===== config.mk =====
export PLATFORM = sky130hd
export DESIGN_NAME = mem_arbiter_flat
export DESIGN_NICKNAME = d
export VERILOG_FILES = /design/src/rtl/mem_arb_pkg.sv /design/src/rtl/mem_arbiter_if.sv /design/src/rtl/mem_arbiter_rsp_slot.sv /design/src/rtl/mem_arbiter.sv /design/src/flat_wrapper.sv
export SDC_FILE = /design/constraint.sdc
export NUM_CORES = 1
export LEC_CHECK = 0
export CAP_MARGIN = 20
export CORE_AREA = 10 10 115 117
export CTS_CLUSTER_DIAMETER = 50
export CTS_CLUSTER_SIZE = 10
export DETAILED_ROUTE_END_ITERATION = 16
export DIE_AREA = 0 0 125 127
export GPL_ROUTABILITY_DRIVEN = 0
export GPL_TIMING_DRIVEN = 0
export PLACE_DENSITY = 0.83
export SYNTH_ARGS = -nofsm -noshare
export SYNTH_HDL_FRONTEND = slang
export SYNTH_HIERARCHICAL = 1
export SYNTH_SLANG_ARGS = --single-unit

===== constraint.sdc =====
create_clock -name clk -period 2.6 [get_ports clk]
set_input_delay 0.52 -clock clk [delete_from_list [all_inputs] [get_ports clk]]
set_output_delay 0.52 -clock clk [all_outputs]
set_load 0.01 [all_outputs]

===== src/rtl/mem_arb_pkg.sv =====
// Shared types and defaults for the instruction/data memory arbiter.
package mem_arb_pkg;

    // Widest bus the request struct carries; arbiter widths must not exceed these.
    localparam int MEM_AWIDTH       = 32;
    localparam int MEM_DWIDTH       = 32;
    localparam int MEM_SWIDTH       = MEM_DWIDTH / 8;
    localparam int STARVE_LIMIT_DEF = 4;

    typedef enum logic [1:0] {
        PORT_NONE,
        PORT_IF,
        PORT_D
    } port_sel_e;

    typedef struct packed {
        logic [MEM_AWIDTH-1:0] addr;
        logic [MEM_DWIDTH-1:0] wdata;
        logic [MEM_SWIDTH-1:0] wstrb;
        logic                  we;
    } mem_req_t;

    // Saturating increment of the fetch-starvation counter.
    function automatic logic [3:0] starve_inc(input logic [3:0] cnt, input logic [3:0] lim);
        return (cnt == lim) ? cnt : cnt + 4'd1;
    endfunction

endpackage


===== src/rtl/mem_arbiter_if.sv =====
// Fetch port, data port and memory bus of the arbiter, bundled for port lists.
interface mem_arbiter_if #(
    parameter int AWIDTH = 32,
    parameter int DWIDTH = 32
);
    localparam int SWIDTH = DWIDTH / 8;

    // fetch request / response
    logic              if_req_valid_i;
    logic              if_req_ready_o;
    logic [AWIDTH-1:0] if_addr_i;
    logic              if_rsp_valid_o;
    logic [DWIDTH-1:0] if_rsp_data_o;
    logic              if_rsp_ready_i;

    // data request / response
    logic              d_req_valid_i;
    logic              d_req_ready_o;
    logic [AWIDTH-1:0] d_addr_i;
    logic [DWIDTH-1:0] d_wdata_i;
    logic [SWIDTH-1:0] d_wstrb_i;
    logic              d_we_i;
    logic              d_rsp_valid_o;
    logic [DWIDTH-1:0] d_rsp_data_o;
    logic              d_rsp_ready_i;

    // memory side
    logic [AWIDTH-1:0] mem_addr_o;
    logic [DWIDTH-1:0] mem_data_o;
    logic [SWIDTH-1:0] mem_write_strb_o;
    logic              mem_read_en_o;
    logic              mem_write_en_o;
    logic [DWIDTH-1:0] mem_data_i;
    logic              mem_data_vld_i;

    // arbiter side
    modport slave (
        input  if_req_valid_i, if_addr_i, if_rsp_ready_i,
        input  d_req_valid_i, d_addr_i, d_wdata_i, d_wstrb_i, d_we_i, d_rsp_ready_i,
        input  mem_data_i, mem_data_vld_i,
        output if_req_ready_o, if_rsp_valid_o, if_rsp_data_o,
        output d_req_ready_o, d_rsp_valid_o, d_rsp_data_o,
        output mem_addr_o, mem_data_o, mem_write_strb_o, mem_read_en_o, mem_write_en_o
    );

    // requesters + memory side
    modport master (
        output if_req_valid_i, if_addr_i, if_rsp_ready_i,
        output d_req_valid_i, d_addr_i, d_wdata_i, d_wstrb_i, d_we_i, d_rsp_ready_i,
        output mem_data_i, mem_data_vld_i,
        input  if_req_ready_o, if_rsp_valid_o, if_rsp_data_o,
        input  d_req_ready_o, d_rsp_valid_o, d_rsp_data_o,
        input  mem_addr_o, mem_data_o, mem_write_strb_o, mem_read_en_o, mem_write_en_o
    );
endinterface


===== src/rtl/mem_arbiter_rsp_slot.sv =====
// One-entry response holding register: loaded on a grant, drained on ready.
module rsp_slot #(
    parameter int DWIDTH = 32
) (
    input  logic              clk,
    input  logic              rst,
    input  logic              load_i,
    input  logic [DWIDTH-1:0] load_data_i,
    input  logic              rsp_ready_i,
    output logic              rsp_valid_o,
    output logic [DWIDTH-1:0] rsp_data_o,
    output logic              free_o
);
    logic              vld_q;
    logic [DWIDTH-1:0] data_q;

    // Load wins over drain so a drain and refill on the same edge keeps the slot full.
    always_ff @(posedge clk) begin
        if (rst) begin
            vld_q  <= 1'b0;
            data_q <= '0;
        end else if (load_i) begin
            vld_q  <= 1'b1;
            data_q <= load_data_i;
        end else if (rsp_ready_i) begin
            vld_q  <= 1'b0;
        end
    end

    assign rsp_valid_o = vld_q;
    assign rsp_data_o  = data_q;
    // Slot can accept a new result at the coming edge.
    assign free_o      = !vld_q || rsp_ready_i;
endmodule


===== src/rtl/mem_arbiter.sv =====
// Two-port (fetch / data) arbiter onto a single-cycle memory with fetch anti-starvation.
module mem_arbiter
    import mem_arb_pkg::*;
#(
    parameter int AWIDTH       = MEM_AWIDTH,
    parameter int DWIDTH       = MEM_DWIDTH,
    parameter int STARVE_LIMIT = STARVE_LIMIT_DEF
) (
    input logic          clk,
    input logic          rst,
    mem_arbiter_if.slave bus
);
    localparam int          SWIDTH = DWIDTH / 8;
    localparam logic [3:0]  LIMIT  = 4'(STARVE_LIMIT);

    port_sel_e         sel;
    mem_req_t          mem_req;
    logic              if_free, d_free;
    logic              if_elig, d_elig;
    logic              if_slot_vld, d_slot_vld;
    logic [3:0]        starve_cnt;
    logic [DWIDTH-1:0] d_load_data;
    logic              unused_vld;

    // The memory is single-cycle, so its valid strobe carries no information.
    assign unused_vld = bus.mem_data_vld_i;

    assign if_elig = bus.if_req_valid_i && if_free && !rst;
    assign d_elig  = bus.d_req_valid_i  && d_free  && !rst;

    // Grant select: data has priority until fetch has lost STARVE_LIMIT times in a row.
    always_comb begin
        sel = PORT_NONE;
        if (if_elig && d_elig)
            sel = (starve_cnt == LIMIT) ? PORT_IF : PORT_D;
        else if (if_elig)
            sel = PORT_IF;
        else if (d_elig)
            sel = PORT_D;
    end

    // Build the memory request of the granted port; idle bus is all zero.
    always_comb begin
        mem_req = '0;
        unique case (sel)
            PORT_IF: mem_req.addr = MEM_AWIDTH'(bus.if_addr_i);
            PORT_D: begin
                mem_req.addr  = MEM_AWIDTH'(bus.d_addr_i);
                mem_req.wdata = MEM_DWIDTH'(bus.d_wdata_i);
                mem_req.wstrb = MEM_SWIDTH'(bus.d_wstrb_i);
                mem_req.we    = bus.d_we_i;
            end
            default: ;
        endcase
    end

    assign bus.mem_addr_o       = mem_req.addr[AWIDTH-1:0];
    assign bus.mem_data_o       = mem_req.wdata[DWIDTH-1:0];
    assign bus.mem_write_strb_o = mem_req.wstrb[SWIDTH-1:0];
    assign bus.mem_read_en_o    = (sel != PORT_NONE) && !mem_req.we;
    assign bus.mem_write_en_o   = (sel == PORT_D) && mem_req.we;
    assign bus.if_req_ready_o   = (sel == PORT_IF);
    assign bus.d_req_ready_o    = (sel == PORT_D);

    // Stores complete with a zero-data response.
    assign d_load_data = mem_req.we ? '0 : bus.mem_data_i;

    // Count consecutive data wins while fetch is waiting; any fetch grant or idle fetch clears it.
    always_ff @(posedge clk) begin
        if (rst)
            starve_cnt <= '0;
        else if (sel == PORT_IF || !if_elig)
            starve_cnt <= '0;
        else if (sel == PORT_D)
            starve_cnt <= starve_inc(starve_cnt, LIMIT);
    end

    rsp_slot #(.DWIDTH(DWIDTH)) u_if_slot (
        .clk         (clk),
        .rst         (rst),
        .load_i      (sel == PORT_IF),
        .load_data_i (bus.mem_data_i),
        .rsp_ready_i (bus.if_rsp_ready_i),
        .rsp_valid_o (if_slot_vld),
        .rsp_data_o  (bus.if_rsp_data_o),
        .free_o      (if_free)
    );

    rsp_slot #(.DWIDTH(DWIDTH)) u_d_slot (
        .clk         (clk),
        .rst         (rst),
        .load_i      (sel == PORT_D),
        .load_data_i (d_load_data),
        .rsp_ready_i (bus.d_rsp_ready_i),
        .rsp_valid_o (d_slot_vld),
        .rsp_data_o  (bus.d_rsp_data_o),
        .free_o      (d_free)
    );

    // A result captured just before reset is not offered while reset is held.
    assign bus.if_rsp_valid_o = if_slot_vld && !rst;
    assign bus.d_rsp_valid_o  = d_slot_vld  && !rst;
endmodule


===== src/flat_wrapper.sv =====
// flat-port wrapper written by rule: the top's interface ports become plain ports
module mem_arbiter_flat import mem_arb_pkg::*;
#(
    parameter int AWIDTH       = MEM_AWIDTH,
    parameter int DWIDTH       = MEM_DWIDTH,
    parameter int STARVE_LIMIT = STARVE_LIMIT_DEF
)
  (clk, rst, bus_if_req_valid_i, bus_if_addr_i, bus_if_rsp_ready_i, bus_d_req_valid_i, bus_d_addr_i, bus_d_wdata_i, bus_d_wstrb_i, bus_d_we_i, bus_d_rsp_ready_i, bus_mem_data_i, bus_mem_data_vld_i, bus_if_req_ready_o, bus_if_rsp_valid_o, bus_if_rsp_data_o, bus_d_req_ready_o, bus_d_rsp_valid_o, bus_d_rsp_data_o, bus_mem_addr_o, bus_mem_data_o, bus_mem_write_strb_o, bus_mem_read_en_o, bus_mem_write_en_o);
  mem_arbiter_if #(.AWIDTH(AWIDTH), .DWIDTH(DWIDTH)) bus_i ();
  input logic clk;
  input logic rst;
  input wire logic [$bits(bus_i.if_req_valid_i)-1:0] bus_if_req_valid_i;
  input wire logic [$bits(bus_i.if_addr_i)-1:0] bus_if_addr_i;
  input wire logic [$bits(bus_i.if_rsp_ready_i)-1:0] bus_if_rsp_ready_i;
  input wire logic [$bits(bus_i.d_req_valid_i)-1:0] bus_d_req_valid_i;
  input wire logic [$bits(bus_i.d_addr_i)-1:0] bus_d_addr_i;
  input wire logic [$bits(bus_i.d_wdata_i)-1:0] bus_d_wdata_i;
  input wire logic [$bits(bus_i.d_wstrb_i)-1:0] bus_d_wstrb_i;
  input wire logic [$bits(bus_i.d_we_i)-1:0] bus_d_we_i;
  input wire logic [$bits(bus_i.d_rsp_ready_i)-1:0] bus_d_rsp_ready_i;
  input wire logic [$bits(bus_i.mem_data_i)-1:0] bus_mem_data_i;
  input wire logic [$bits(bus_i.mem_data_vld_i)-1:0] bus_mem_data_vld_i;
  output wire logic [$bits(bus_i.if_req_ready_o)-1:0] bus_if_req_ready_o;
  output wire logic [$bits(bus_i.if_rsp_valid_o)-1:0] bus_if_rsp_valid_o;
  output wire logic [$bits(bus_i.if_rsp_data_o)-1:0] bus_if_rsp_data_o;
  output wire logic [$bits(bus_i.d_req_ready_o)-1:0] bus_d_req_ready_o;
  output wire logic [$bits(bus_i.d_rsp_valid_o)-1:0] bus_d_rsp_valid_o;
  output wire logic [$bits(bus_i.d_rsp_data_o)-1:0] bus_d_rsp_data_o;
  output wire logic [$bits(bus_i.mem_addr_o)-1:0] bus_mem_addr_o;
  output wire logic [$bits(bus_i.mem_data_o)-1:0] bus_mem_data_o;
  output wire logic [$bits(bus_i.mem_write_strb_o)-1:0] bus_mem_write_strb_o;
  output wire logic [$bits(bus_i.mem_read_en_o)-1:0] bus_mem_read_en_o;
  output wire logic [$bits(bus_i.mem_write_en_o)-1:0] bus_mem_write_en_o;
  assign bus_i.if_req_valid_i = bus_if_req_valid_i;
  assign bus_i.if_addr_i = bus_if_addr_i;
  assign bus_i.if_rsp_ready_i = bus_if_rsp_ready_i;
  assign bus_i.d_req_valid_i = bus_d_req_valid_i;
  assign bus_i.d_addr_i = bus_d_addr_i;
  assign bus_i.d_wdata_i = bus_d_wdata_i;
  assign bus_i.d_wstrb_i = bus_d_wstrb_i;
  assign bus_i.d_we_i = bus_d_we_i;
  assign bus_i.d_rsp_ready_i = bus_d_rsp_ready_i;
  assign bus_i.mem_data_i = bus_mem_data_i;
  assign bus_i.mem_data_vld_i = bus_mem_data_vld_i;
  assign bus_if_req_ready_o = bus_i.if_req_ready_o;
  assign bus_if_rsp_valid_o = bus_i.if_rsp_valid_o;
  assign bus_if_rsp_data_o = bus_i.if_rsp_data_o;
  assign bus_d_req_ready_o = bus_i.d_req_ready_o;
  assign bus_d_rsp_valid_o = bus_i.d_rsp_valid_o;
  assign bus_d_rsp_data_o = bus_i.d_rsp_data_o;
  assign bus_mem_addr_o = bus_i.mem_addr_o;
  assign bus_mem_data_o = bus_i.mem_data_o;
  assign bus_mem_write_strb_o = bus_i.mem_write_strb_o;
  assign bus_mem_read_en_o = bus_i.mem_read_en_o;
  assign bus_mem_write_en_o = bus_i.mem_write_en_o;
  mem_arbiter #(.AWIDTH(AWIDTH), .DWIDTH(DWIDTH), .STARVE_LIMIT(STARVE_LIMIT)) u_core (.clk(clk), .rst(rst), .bus(bus_i));
endmodule

== Yosys cells after proc, flatten, opt, wreduce, memory -nomap -nowiden ==
Index checks and enable logic that the tools add are counted.

* Bitwise logic cells: 1
* Reductions and logical operators: 22
* Add/subtract/negate cells: 1
* Mux-type cells: 11
* Equal/unequal tests: 3

{| class="wikitable"
|+ Operator list
! cell !! count
|-
| $pmux 32 s2 || 1
|-
| $mux 37 || 1
|-
| $mux 32 || 1
|-
| $logic_and 1x1->1 || 9
|-
| $mux 2 || 4
|-
| $reduce_bool 2->1 || 3
|-
| $logic_not 1->1 || 5
|-
| $add 4x1->4 const B || 1
|-
| $eq 4x3->1 const B || 1
|-
| $mux 1 || 4
|-
| $logic_or 1x1->1 || 3
|-
| $eq 2x1->1 const B || 1
|-
| $eq 2x2->1 const B || 1
|-
| $reduce_and 2->1 || 1
|-
| $reduce_or 2->1 || 1
|-
| $not 1->1 || 1
|}

* Input port bits: 140
* Register bits: 70
* Logic and storage cells: 43
* Output and inout port bits: 138

== Depth between registers and ports, before layout ==
* Depth after elaboration: 11
* Gate-level depth with buffers: 9
* Mapped depth without buffers: 7

== Hierarchy ==
Netlist, hierarchy kept.

{| class="wikitable"
|+ By module, submodules not included
! module !! area each (sq um) !! cells an instance !! seq. area each (sq um) !! instances
|-
| rsp_slot || 1204.9 || 108 || 660.6 || 2
|-
| mem_arbiter || 1375.1 || 210 || 80.1 || 1
|}

== Worst setup path before layout ==
OpenSTA, ideal clock, no wires.

* Path kind: input -> output
* From: input bus_d_rsp_ready_i
* To: output bus_mem_addr_o[0]
* Cell stages on the path: 5
* Required time: 2080 ps
* Slack: 405 ps
* Path buffers: 1
* Arrival time: 1675 ps
* Path through: nand2b_1 > and2_1 > a21oi_4 > buf_6 > mux2i_1

* Longest elaborated chain between the ends: 8
* Elaborated cells between the ends (all ways): 10
* Those cells by class: 2 x eq/ne; 4 x mux; 4 x reduce/logical

{| class="wikitable"
|+ Ends and longest elaborated chain
! what !! RTL line !! text
|-
| start: declaration || flat_wrapper.sv:20 || <nowiki>input wire logic [$bits(bus_i.d_rsp_ready_i)-1:0] bus_d_rsp_ready_i;</nowiki>
|-
| $logic_or 1x1->1 * || mem_arbiter_rsp_slot.sv:33 || <nowiki>assign free_o = !vld_q || rsp_ready_i;</nowiki>
|-
| $logic_and 1x1->1 * (2 in a row) || mem_arbiter.sv:29 || <nowiki>assign d_elig = bus.d_req_valid_i && d_free && !rst;</nowiki>
|-
| $mux 2 || mem_arbiter.sv:38 || <nowiki>else if (d_elig)</nowiki>
|-
| $mux 2 || mem_arbiter.sv:36 || <nowiki>else if (if_elig)</nowiki>
|-
| $mux 2 * || mem_arbiter.sv:34 || <nowiki>if (if_elig && d_elig)</nowiki>
|-
| $eq 2x1->1 * || - ||
|-
| via bus_if_req_ready_o || flat_wrapper.sv:23 || <nowiki>output wire logic [$bits(bus_i.if_req_ready_o)-1:0] bus_if_req_ready_o;</nowiki>
|-
| $pmux 32 s2 * || mem_arbiter.sv:45 || <nowiki>unique case (sel)</nowiki>
|-
| end: declaration || flat_wrapper.sv:29 || <nowiki>output wire logic [$bits(bus_i.mem_addr_o)-1:0] bus_mem_addr_o;</nowiki>
|}

Mark *: on every way through the listed nets, which the timed path passes. The rest lies on a longest branch.

== Final worst setup path ==
* From: input rst
* To: output bus_mem_addr_o[6]

* Longest elaborated chain between the ends: 7
* Elaborated cells between the ends (all ways): 10
* Those cells by class: 2 x eq/ne; 4 x mux; 4 x reduce/logical

{| class="wikitable"
|+ Ends and longest elaborated chain
! what !! RTL line !! text
|-
| start: declaration || flat_wrapper.sv:11 || <nowiki>input logic rst;</nowiki>
|-
| $logic_not 1->1 * || mem_arbiter.sv:28, mem_arbiter.sv:29 ||
|-
| $logic_and 1x1->1 || mem_arbiter.sv:29 ||
|-
| $mux 2 || mem_arbiter.sv:38 ||
|-
| $mux 2 || mem_arbiter.sv:36 ||
|-
| $mux 2 * || mem_arbiter.sv:34 ||
|-
| $eq 2x2->1 or $eq 2x1->1 (tied branches) || mem_arbiter.sv:45 ||
|-
| $pmux 32 s2 * || mem_arbiter.sv:45 ||
|}

Every way passes the cells marked *; elsewhere a longest branch is shown, timed or not.

==> results.json <==
{
  "dp_cells": 845,
  "stdcell_area_um2": 7200,
  "tightest_slew_ns": 0.527,
  "rsz0062_at_grt": "yes",
  "nets": 876,
  "ys_types": 29,
  "core-area_um2": 11100,
  "post-route-period-util_pct": 98.1,
  "cts_root_buffer": "clkbuf_16",
  "cp_data_required_time_ns": 2.08,
  "hold_violations": 0,
  "synthCells": 426,
  "async_flop_share_pct": 0,
  "yosys.area.top_type_share_pct": 37.0,
  "synth.most_common_cell": "mux2i_1",
  "first_pass_iters": 4,
  "ys_top_cells_by_area": "dfxtp_1 (37%), mux2i_1 (25%), and2_1 (11%)",
  "drt-met1-wl_um": 6000,
  "cp-end-kind": "primary output",
  "clkSinkCount": 70,
  "status": "complete, no violations",
  "grt_max_degree": 12,
  "yosys.area.top_type": "dfxtp_1",
  "critPathMaxFanout": 9,
  "startpoint_type": "input port",
  "overflow": 0,
  "max_freq_mhz": 392,
  "skew_ns": 0.00589,
  "ir_drop_mv": 0.348,
  "top_layer": "met4",
  "portBuffers": 276,
  "ys_seq_area_share_pct": 37.0,
  "layoutNonFillerInstCount": 882,
  "grt_pass1_wl_um": 23800,
  "worstHoldPathCells": 2,
  "synth_flop_cell": "dfxtp_1",
  "cts_tree": "done",
  "setup_violations": 0,
  "grt_usage_pct": 18.4,
  "synth_edf_count": 0,
  "wl_met2_um": 8180,
  "r2r_cells": 11,
  "clk_pin_slew_ns": 0.05,
  "wl_um": 15600,
  "ant_nets": 0,
  "clock_latency_ns": 0.32,
  "yosysWarnings": 6,
  "crit_type": "in2out",
  "drt-vias-per-instance": 4.46,
  "ys_seq_elements": 70,
  "max_cap_violations": 0,
  "hold_path_class": "reg2reg",
  "cts_max_level": 3,
  "crit_arrival_ns": 2.03,
  "hpwl_um": 12700,
  "slew_viol_final": 0,
  "die_height_um": 127,
  "grt_pass1_vias": 4331,
  "pwr_density_cell_nw_per_um2": 420,
  "drtIter0Drc": 190,
  "synth_fp_nets": 568,
  "cts_made_buffers": 9,
  "dr_wl_met3_um": 1270,
  "area_growth_pct": 90.2,
  "die-area_um2": 15900,
  "post-route-min-period_ns": 2.55,
  "num_vias": 3937,
  "syn_avg_cell_area_um2": 8.88,
  "synth_common_cells": "mux2i_1 (96), dfxtp_1 (70), and2_1 (69)",
  "drive_above_1_share_pct": 12.2,
  "start_util_pct": 34.0,
  "die_w_um": 125,
  "drc_errors": 0,
  "p_leak_nw": 3.14,
  "antenna_found_initial": 1,
  "clockBufferDepth": 2,
  "synthesis.area_um2": 3780,
  "pin_count": 278,
  "wl_per_cell_um": 17.7,
  "placed_area_um2": 6730,
  "rows": 39,
  "max-slew-margin-rel_pct": 64.9
}
[cell type report]
type | count | area (um2)
diodes | 1 | 2.50
plain buffers | 28 | 298
clock buffers | 11 | 243
clock inverters | 4 | 23.8
fillers | 965 | 3930
inverters | 39 | 146
multi-input cells | 289 | 2050
flip-flops and latches | 70 | 1410
well taps | 143 | 179
repair buffers | 297 | 2850
[cell usage in the layout, fill, tap and decap left out, types with 3 or more instances in the layout]
master,Yosys,layout
dlygate4sd2_1,0,46
nor2_1,67,67
and2_1,69,68
inv_1,39,37
clkbuf_16,0,9
buf_2,10,14
buf_12,6,7
mux2i_1,96,94
clkbuf_1,5,5
clkinv_2,0,3
buf_6,5,7
nand2_1,33,33
clkdlybuf4s15_1,0,8
clkdlybuf4s50_1,0,206
clkbuf_2,3,4
buf_4,0,20
dfxtp_1,70,68
buf_8,0,3
a21oi_1,3,3
[routing by layer]
| layer | up-vias | GRT usage (%) |
|---|---|---|
| met5 | - | 0 |
| met4 | 0 | 4.47 |
| met3 | 10 | 7.36 |
| met2 | 158 | 34.1 |
| met1 | 1796 | 19.0 |
| li1 | 1973 | - |
[path summary, 6_finish.rpt]
check | startpoint | end | slack (ns)
worst max-delay path | rst | bus_mem_addr_o[6] | 0.05
worst min-delay path | u_core/u_if_slot/rsp_data_o[24] | u_core/u_if_slot/rsp_data_o[24] | 0.49
worst max register to register | u_core/starve_cnt[0] | u_core/u_if_slot/rsp_data_o[3] | 0.59
worst min register to register | u_core/u_if_slot/rsp_data_o[24] | u_core/u_if_slot/rsp_data_o[24] | 0.49
[worst max-delay path, cell delays in order]
cell and delay, ns:
clkdlybuf4s15_2 0.26, nand3b_4 0.24, a21oi_4 0.21, buf_6 0.14, buf_12 0.12, buf_8 0.12
buf_6 0.09, mux2i_1 0.16, buf_2 0.17
[report_power, final]
group	internal, mW	total (mW)	switching (mW)
Sequential	1.12	1.14	0.0249
Combinational	0.480	0.788	0.308
Clock	0.662	1.10	0.434
[cells by family (layout without fill, tap and decap cells)]
| logic type | Yosys count | count (layout) | synth area share [%] |
|---|---|---|---|
| and+or+nand+nor | 180 | 180 | 23.8 |
| muxes | 96 | 96 | 25.4 |
| DFF | 70 | 70 | 37.0 |
| buffers and inverters | 68 | 379 | 10.7 |
| AOI/OAI and AO/OA | 9 | 10 | 2.12 |
| adders and majority gates | 2 | 2 | 0.661 |
| xor gates and xnor gates | 1 | 1 | 0.231 |
| other | 0 | 1 | 0 |
[registers in the layout (all words and copies together) (netlist names)]
signal,cells
u_core/u_d_slot/rsp_data_o,32
u_core/u_if_slot/rsp_data_o,32
u_core/starve_cnt,4
u_core/u_d_slot/rsp_valid_o,1
u_core/u_if_slot/rsp_valid_o,1
[what timing repair did]
action	CTS	global route
pin swaps	5	0
cloned	2	0
hold buffers	0	0
buffers inserted	16	4
gates resized for setup	145	15
endpoints found under the setup margin	72	38
[stage by stage]
stage | setup TNS (ns) | setup slack (ns) | power, mW | utilization [%] | hold WS, ns
after detailed placement | -51.68 | -0.765 | 1.95 | 60.5 | 0.455
final | 0 | 0.0499 | 3.03 | 64.7 | 0.494
after floorplan | 0 | 0.405 | 1.47 | - | 0.430
after global placement | -43.43 | -0.721 | 1.94 | 60.5 | 0.444
after CTS | 0 | 0.00384 | 3.06 | 64.4 | 0.468
after global routing | -0.0424 | -0.0266 | 3.17 | 64.7 | 0.517
No activity file was read; power rests on OpenSTA's default activity.
